[config.mk]
export PLATFORM = sky130hd
export DESIGN_NAME = intc_top
export DESIGN_NICKNAME = d
export VERILOG_FILES = /design/src/rtl/intc_top.sv
export SDC_FILE = /design/constraint.sdc
export NUM_CORES = 1
export LEC_CHECK = 0
export CAP_MARGIN = 15
export CORE_MARGIN = 8
export CORE_UTILIZATION = 40
export CTS_BUF_LIST = sky130_fd_sc_hd__clkbuf_4 sky130_fd_sc_hd__clkbuf_8 sky130_fd_sc_hd__clkbuf_16
export CTS_CLUSTER_SIZE = 12
export DETAILED_ROUTE_END_ITERATION = 10
export GPL_TIMING_DRIVEN = 0
export PLACE_DENSITY = 0.8
export SYNTH_ARGS = -nofsm -noshare
export SYNTH_HDL_FRONTEND = slang
export SYNTH_SLANG_ARGS = --single-unit
[constraint.sdc]
create_clock -name clk_i -period 1.96 [get_ports clk_i]
set_clock_uncertainty 0.15 [all_clocks]
set_input_delay 0.392 -clock clk_i [delete_from_list [all_inputs] [get_ports clk_i]]
set_output_delay 0.392 -clock clk_i [all_outputs]
set_load 0.02 [all_outputs]
[src/rtl/intc_top.sv]
// Wishbone-slave interrupt controller: per-source sync, polarity, edge/level capture,
// pending latch and masking, with a small register file for software servicing.
module intc_top #(
  parameter int unsigned NUM_SRC = 6
) (
  input  logic               clk_i,
  input  logic               rst_i,
  input  logic               cyc_i,
  input  logic               stb_i,
  input  logic               we_i,
  input  logic [31:0]        adr_i,
  input  logic [3:0]         sel_i,
  input  logic [31:0]        dat_i,
  output logic [31:0]        dat_o,
  output logic               ack_o,
  input  logic [NUM_SRC-1:0] irq_i,
  output logic [NUM_SRC-1:0] irq_o,
  output logic               irq_any_o
);

  typedef logic [NUM_SRC-1:0] src_t;

  localparam logic [2:0] AdrPend = 3'd0;
  localparam logic [2:0] AdrEn   = 3'd1;
  localparam logic [2:0] AdrMode = 3'd2;
  localparam logic [2:0] AdrPol  = 3'd3;
  localparam logic [2:0] AdrRaw  = 3'd4;
  localparam logic [2:0] AdrId   = 3'd5;
  localparam logic [2:0] AdrSoft = 3'd6;

  src_t        r_en, r_mode, r_pol, r_pend;
  src_t        r_s1, r_s2, r_s3;
  logic        r_ack;
  logic [31:0] r_dat;

  logic        w_req, w_wr;
  logic [2:0]  w_adr;
  logic [31:0] w_bmask;
  src_t        w_en_new, w_mode_new, w_pol_new;
  src_t        w_w1c, w_soft, w_rise, w_act, w_pend_d;
  logic [31:0] w_id, w_rdata;
  logic        w_unused_adr;

  assign w_adr        = adr_i[4:2];
  assign w_unused_adr = ^{adr_i[31:5], adr_i[1:0]};

  // A held strobe is acked every other cycle; the access happens on the acking edge.
  assign w_req = cyc_i & stb_i & ~r_ack;
  assign w_wr  = w_req & we_i;

  assign w_bmask = {{8{sel_i[3]}}, {8{sel_i[2]}}, {8{sel_i[1]}}, {8{sel_i[0]}}};

  assign w_en_new   = src_t'((32'(r_en)   & ~w_bmask) | (dat_i & w_bmask));
  assign w_mode_new = src_t'((32'(r_mode) & ~w_bmask) | (dat_i & w_bmask));
  assign w_pol_new  = src_t'((32'(r_pol)  & ~w_bmask) | (dat_i & w_bmask));

  assign w_w1c  = (w_wr && w_adr == AdrPend) ? src_t'(dat_i & w_bmask) : '0;
  assign w_soft = (w_wr && w_adr == AdrSoft) ? src_t'(dat_i & w_bmask) : '0;

  assign w_rise = r_s2 & ~r_s3;
  assign w_act  = r_pend & r_en;

  // Edge sources: a new set beats a same-cycle W1C. Level sources just track s2.
  assign w_pend_d = (r_mode & (w_rise | w_soft | (r_pend & ~w_w1c))) | (~r_mode & r_s2);

  always_comb begin
    w_id = '1;
    for (int i = int'(NUM_SRC) - 1; i >= 0; i--) begin
      if (w_act[i]) w_id = 32'(i);
    end
  end

  always_comb begin
    w_rdata = '0;
    case (w_adr)
      AdrPend: w_rdata = 32'(r_pend);
      AdrEn:   w_rdata = 32'(r_en);
      AdrMode: w_rdata = 32'(r_mode);
      AdrPol:  w_rdata = 32'(r_pol);
      AdrRaw:  w_rdata = 32'(r_s2);
      AdrId:   w_rdata = w_id;
      default: w_rdata = '0;
    endcase
  end

  always_ff @(posedge clk_i) begin
    if (rst_i) begin
      r_en   <= '0;
      r_mode <= '0;
      r_pol  <= '0;
      r_pend <= '0;
      r_s1   <= '0;
      r_s2   <= '0;
      r_s3   <= '0;
      r_ack  <= 1'b0;
      r_dat  <= '0;
    end else begin
      r_s1   <= irq_i ^ r_pol;
      r_s2   <= r_s1;
      r_s3   <= r_s2;
      r_pend <= w_pend_d;
      r_ack  <= w_req;
      r_dat  <= (w_req && !we_i) ? w_rdata : '0;
      if (w_wr) begin
        case (w_adr)
          AdrEn:   r_en   <= w_en_new;
          AdrMode: r_mode <= w_mode_new;
          AdrPol:  r_pol  <= w_pol_new;
          default: ;
        endcase
      end
    end
  end

  assign ack_o     = r_ack;
  assign dat_o     = r_dat;
  assign irq_o     = w_act;
  assign irq_any_o = |w_act;

endmodule

==> results of run 1 <==
synthesized netlist by cell type:
cell	count
a2111o_1	1
a211oi_1	6
a21o_1	2
a21oi_1	17
a222oi_1	1
a22oi_1	1
a31oi_1	2
a32oi_1	1
a41oi_1	1
and2_1	5
and3_1	1
buf_2	2
buf_4	26
buf_6	2
clkbuf_1	6
dfxtp_1	50
inv_1	15
mux2_2	1
mux2i_1	24
nand2_1	8
nand2_2	1
nand2b_1	1
nand2b_2	1
nand3_1	4
nand3b_1	9
nand3b_4	1
nor2_1	39
nor2b_1	8
nor3b_1	1
nor4_1	1
nor4_4	4
o21ai_0	16
o2bb2ai_1	1
or3_1	1
or4b_4	1
xnor2_1	6
metrics by stage:
| stage | TNS [ps] | power (mW) | cells |
|---|---|---|---|
| 2_1_floorplan | 0 | 1.17 | 267 |
| 3_3_place_gp | -14250 | 1.26 | 400 |
| 3_5_place_dp | -15940 | 1.26 | 400 |
| 4_1_cts | -60.8 | 1.83 | 412 |
| 5_1_grt | -182 | 1.88 | 415 |
| 6_report | -41.5 | 1.82 | 415 |
worst max-delay path: cells and delay by family, from the launching register on:
family	cells	cell delay, ps
compound gates	1	390
buf+inv	1	130
flops	1	340
simple gates	2	310
cells by family (layout without fill, tap and decap cells):
family,Yosys count,after routing,share of synthesized area (%)
mux,25,25,10.4
xor+xnor,6,6,2.18
buf+inv,51,124,12.7
compound gates,49,49,12.1
simple gates,86,86,21.2
flops,50,50,41.4
cell type report:
| type | count | share of cell area, % |
|---|---|---|
| multi-input combinational | 166 | 35.0 |
| clock buffer | 7 | 2.64 |
| sequential | 50 | 31.7 |
| inverter | 15 | 1.77 |
| timing repair buffer | 67 | 18.1 |
| buffer | 35 | 7.75 |
| tap | 75 | 2.95 |
what timing repair did:
| action | in CTS | in global routing |
|---|---|---|
| setup endpoints to repair | 59 | 7 |
| buffers inserted | 6 | 3 |
| gates cloned | 0 | 0 |
| pin swaps | 6 | 5 |
| resized for setup | 42 | 7 |
final timing paths:
kind	end	slack [ps]
setup / recovery	irq_any_o	-40
hold / removal	r_s2[5]	290
setup reg to reg	r_pend[3]	210
hold reg to reg	r_s2[5]	290
power breakdown:
group,total [mW],switching [mW],leakage (nW),internal [mW]
logic,0.191,0.104,0.868,0.0869
clock network,0.582,0.308,0.0452,0.274
registers,1.05,0.0121,0.409,1.04
total,1.82,0.425,1.32,1.40
routing by layer:
layer / up-vias / track usage, % / wire length, µm / part of all wire [%]
met5: - / 0 / 0 / 0
met4: 0 / 5.81 / 91 / 1.4
met3: 8 / 4.56 / 590 / 9.4
met2: 81 / 25.1 / 2960 / 47
met1: 923 / 16.0 / 2640 / 42
li1: 1025 / - / - / -
==> results by group, run 1 <==
Final layout
  • Fillers: 580
  • Final Net Count: 419
  • Multi-input gate area: 1110 µm²
  • Commonest non-fill, non-tap cell in the layout: buf_4
  • Area grow syn2layout: 31.6%
  • Most frequent cells in the layout: buf_4 (60), dfxtp_1 (46), nor2_1 (39)
  • Share of layout cells above drive strength 1: 25.0%
  • Design area: 3180 µm²
  • Reg area: 1010 µm²
  • Final core occ: 54.0%
  • Antenna Cells: 0

Synthesis
  • Synth area leaders: dfxtp_1 (41%), mux2i_1 (9.9%), buf_4 (8.1%)
  • Avg Cell Area, Syn: 9.05 µm²
  • Cell taking the most area after synthesis: dfxtp_1
  • Yosys warnings: 0
  • Seq/Total Area, Yosys: 41.4%
  • Cell area after synthesis: 2420 µm²
  • Cells after synthesis: 267
  • Synth Register Bits: 50
  • Area share of the largest cell type after synthesis: 41.4%
  • Synth cell types: 36
  • Synth Net Count: 346

Floorplanning
  • Core area: 5890 µm²
  • Floorplan row count: 28
  • Initial core utilization: 41.1%
  • Die area: 8780 µm²
  • # IOs: 119
  • DIE WIDTH: 93.7 µm
  • Die H: 93.7 µm

Timing
  • Final min period: 2000 ps
  • RSZ-0062 raised after global routing: true
  • Fin. Hold Viols: 0
  • Final period utilization: 102%
  • Fin Hold WS: 290 ps
  • Max-slew headroom: 59.5%
  • Final worst setup slack: -41.5 ps
  • Max-slew violation count: 0
  • Slew of the pin with the lowest slew margin: 607 ps
  • Fmax: 500 MHz
  • Setup-violating endpoint count in the final report: 1

Pwr
  • Maximum vdd ir drop: 0.000418 V
  • Leakage: 1.32 nW
  • PD cells: 573 nW/µm²

Critical path
  • Crit path launch: r_pend[3]
  • Slowest cell delay on critical path: 390 ps
  • Critical path fanouts, max: 4
  • CP Class: flop to output pin
  • Arrival @ worst endpoint: 1460 ps
  • Critical Path End Type: output pin
  • Worst-case reg-to-reg path depth: 4
  • Critical Path, Cell by Cell: a222oi_1 > and2_1 > nand2_1 > buf_6
  • R2r startpoint: ack_o
  • Required @ worst endpoint: 1420 ps
  • Critical Path Start Type: flop
  • CP max-delay cell: a222oi_1

Global routing
  • Initial antenna violation count: 0
  • GRT Overall Usage: 14.5%
  • First-pass GRT wire length: 10.1 mm
  • Largest net degree at the start of global routing: 27
  • Total gr overflow: 0
  • Vias in the first global route: 2011

Clock network
  • Hold buffers post-CTS: 0
  • Insertion delay to the later sink of the worst-skew pair: 300 ps
  • Clk slew on worst S/H paths: 80 ps
  • CTS buffer count: 5
  • Clock sinks: 50
  • CTS max path bufs: 2
  • H-tree Lvls: 2
  • Root Buffer: clkbuf_8
  • TritonCTS clock tree: yes

Drt
  • Via-per-instance ratio: 4.91
  • Antenna viol nets, final: 0
  • Drt wl/cell: 15.1 µm
  • Drt total wl: 6.29 mm
  • Post-route DRC: 0
  • DR pass1 iterations: 4
  • Initial DRC Count: 137
  • Via count: 2037

Placement
  • GP Congestion: 0.892
  • Post-DP HPWL: 4.61 mm
  • I/O Buffers: 58
  • Cell area after placement: 3090 µm²
  • Post-Place Worst Slack: -453 ps

Run
  • Max-cap violations: 0

Min path
  • Worst Min Path Start: r_s1[5]
  • Tightest Hold Check Type: flop to flop
  • Hold Path Depth: 1

Status
  • Status: finished with violations
  • Failing checks: setup timing
Power figures use the tool's default switching activity.
==> inputs of run 2 (changes only) <==
--- a/config.mk
+++ b/config.mk
@@ -11,6 +11,7 @@
 export CTS_BUF_LIST = sky130_fd_sc_hd__clkbuf_4 sky130_fd_sc_hd__clkbuf_8 sky130_fd_sc_hd__clkbuf_16
 export CTS_CLUSTER_SIZE = 12
 export DETAILED_ROUTE_END_ITERATION = 10
+export GPL_ROUTABILITY_DRIVEN = 0
 export GPL_TIMING_DRIVEN = 0
 export PLACE_DENSITY = 0.8
 export SYNTH_ARGS = -nofsm -noshare
==> results of run 2 <==
No change in the layout: final DEF, timing and power equal those of run 1.
==> inputs of run 3 (changes only) <==
--- a/config.mk
+++ b/config.mk
@@ -14,6 +14,7 @@
 export GPL_ROUTABILITY_DRIVEN = 0
 export GPL_TIMING_DRIVEN = 0
 export PLACE_DENSITY = 0.8
+export RECOVER_POWER = 50
 export SYNTH_ARGS = -nofsm -noshare
 export SYNTH_HDL_FRONTEND = slang
 export SYNTH_SLANG_ARGS = --single-unit
==> run 3 against run 2 <==
  * The flow still finishes with violations (setup timing)
  * Combinational power is essentially flat
  * Hold slack lost 0.66 ps
  * Via count rose by 1.4%
  * Total power up 0.12%
  * Non-clock buffer count unchanged
  * Clock power about the same
  * Utilization is essentially flat
==> results by group, run 3 (synthesis results as in run 1) <==
Critical path
  • FF-to-FF End: r_pend[3]
  • Critical Path, Cell by Cell: a222oi_1 > and2_1 > nand2_1 > buf_6
  • CP max-delay cell: a222oi_1
  • Arrival @ worst endpoint: 1460 ps (about the same)
  • Critical path's top delay family: compound AO/OA/AOI/OAI gates
  • R2r startpoint: ack_o
  • Critical Path End Type: output pin
  • Worst R2R Setup Slack: 220 ps (about the same)
  • Buf/Inv on CP: 1 (unchanged)
  • Required @ worst endpoint: 1420 ps (about the same)
  • Worst-case reg-to-reg path depth: 4 (unchanged)
  • Critical path fanouts, max: 4 (unchanged)
  • CP Class: flop to output pin
  • Slowest cell delay on critical path: 390 ps (about the same)
  • WP depth: 4 (unchanged)
  • Critical Path Start Type: flop

Drt
  • Drt wl/cell: 15.1 µm (-0.27%)
  • Via-per-instance ratio: 4.98 (+1.4%)
  • Drt total wl: 6.27 mm (-0.27%)
  • Initial DRC Count: 123 (-10%)
  • Antenna viol nets, final: 0 (unchanged)
  • DR pass1 iterations: 4 (unchanged)
  • Post-route DRC: 0 (unchanged)
  • Via count: 2066 (+1.4%)

Timing
  • Setup-violating endpoint count in the final report: 1 (unchanged)
  • Fin Setup TNS: -38.4 ps (+3.11 ps)
  • Fin Hold WS: 290 ps (-0.663 ps)
  • RSZ-0062 raised after global routing: true
  • Max-slew violation count: 0 (unchanged)
  • Fmax: 500 MHz (+0.16%)
  • Fin. Hold Viols: 0 (unchanged)
  • Final min period: 2000 ps (-3.11 ps)
  • Slew of the pin with the lowest slew margin: 603 ps (-3.69 ps)
  • Final worst setup slack: -38.4 ps (+3.11 ps)
  • Max-slew headroom: 59.8% (+0.25 points)
  • Final period utilization: 102% (-0.16 points)

Run
  • Max-cap violations: 0 (unchanged)

Global routing
  • Largest net degree at the start of global routing: 27 (unchanged)
  • Vias in the first global route: 2011 (unchanged)
  • First-pass GRT wire length: 10.1 mm (unchanged)
  • Total gr overflow: 0 (unchanged)
  • GRT Overall Usage: 14.5% (unchanged)
  • Initial antenna violation count: 0 (unchanged)

Placement
  • Placed Instances: 400 (unchanged)
  • Post-Place Worst Slack: -453 ps (unchanged)
  • I/O Buffers: 58 (unchanged)
  • Post-DP HPWL: 4.61 mm (unchanged)

Clock network
  • CTS max path bufs: 2 (unchanged)
  • CTS buffer count: 5 (unchanged)
  • TritonCTS clock tree: yes
  • Hold buffers post-CTS: 0 (unchanged)
  • Clk slew on worst S/H paths: 80 ps (about the same)
  • H-tree Lvls: 2 (unchanged)
  • Insertion delay to the later sink of the worst-skew pair: 300 ps (about the same)
  • Clock sinks: 50 (unchanged)
  • Root Buffer: clkbuf_8

Final layout
  • Most frequent cells in the layout: dfxtp_1 (46), nor2_1 (39), buf_4 (37)
  • Post-route insts no fill: 415 (unchanged)
  • Fillers: 581 (+0.17%)
  • Final Net Count: 419 (unchanged)
  • Antenna Cells: 0 (unchanged)
  • Commonest non-fill, non-tap cell in the layout: dfxtp_1
  • Share of layout cells above drive strength 1: 25.0% (unchanged)
  • Area grow syn2layout: 31.5% (about the same)

Floorplanning
  • Initial core utilization: 41.1% (unchanged)
  • Floorplan row count: 28 (unchanged)
  • Die H: 93.7 µm (unchanged)
  • Die area: 8780 µm² (unchanged)
  • Core area: 5890 µm² (unchanged)
  • DIE WIDTH: 93.7 µm (unchanged)
  • # IOs: 119 (unchanged)

Min path
  • Hold Path Depth: 1 (unchanged)
  • Hold endpoint: r_s2[5]
  • Worst Min Path Start: r_s1[5]
  • Tightest Hold Check Type: flop to flop

Pwr
  • Maximum vdd ir drop: 0.000421 V (+0.71%)
  • PD cells: 574 nW/µm² (+0.19%)
  • Design Power: 1.82 mW (+0.12%)
  • Leakage: 1.31 nW (-1.0%)

Status
  • Status: finished with violations
  • Failing checks: setup timing
==> run 3: changes by cell type in the layout (fill, tap and decap cells not counted), sizes merged <==
cell    delta
buf       -23
clkbuf    +23
==> run 3: area by class of cell <==
cell class                 count  area (µm²)  share of cell area [%]
multi-input combinational    166        1110                    35.1
sequential                    50        1010                    31.7
timing repair buffer          67         577                    18.2
buffer                        35         246                    7.76
tap                           75        93.8                    2.95
clock buffer                   7        83.8                    2.64
inverter                      15        56.3                    1.77
==> run 3: metrics by stage <==
stage                     instance area (µm²)  utilization (%)
final                                    3180             54.0
after global routing                     3180             54.0
after CTS                                3150             53.5
after detailed placement                 3090             52.5
after global placement                   3090             52.5
after floorplan                          2420                -
==> run 3: power by group <==
group / switching [mW] / total (mW) / leakage [nW] / internal [mW]
Clock: 0.310 / 0.583 / 0.0452 / 0.274
Combinational: 0.104 / 0.191 / 0.855 / 0.0867
Sequential: 0.0120 / 1.05 / 0.409 / 1.04
Total: 0.426 / 1.82 / 1.31 / 1.40
==> run 3: layer usage <==
layer / routed length (µm) / track usage, % / up-vias / part of all wire [%]
met5: 0 / 0 / - / 0
met4: 93 / 5.81 / 0 / 1.5
met3: 586 / 4.56 / 11 / 9.3
met2: 2960 / 25.1 / 90 / 47
met1: 2630 / 16.0 / 942 / 42
li1: - / - / 1023 / -
==> run 3: worst max-delay path by stage <==
| stage | start | endpoint | slack [ps] |
|---|---|---|---|
| finish | r_pend[3] | irq_any_o | -40 |
| global route | r_pend[3] | irq_any_o | -170 |
| CTS | flop | irq_any_o | -60 |
| detailed placement | adr_i[3] | flop | -450 |
| global placement | adr_i[3] | flop | -420 |
| floorplan | ack_o | r_pend[0] | 270 |
==> run 3: timing repair <==
item / CTS / global route
resized for setup: 42 / 7
setup endpoints to repair: 59 / 7
pin swaps: 6 / 5
setup buffers: 6 / 3
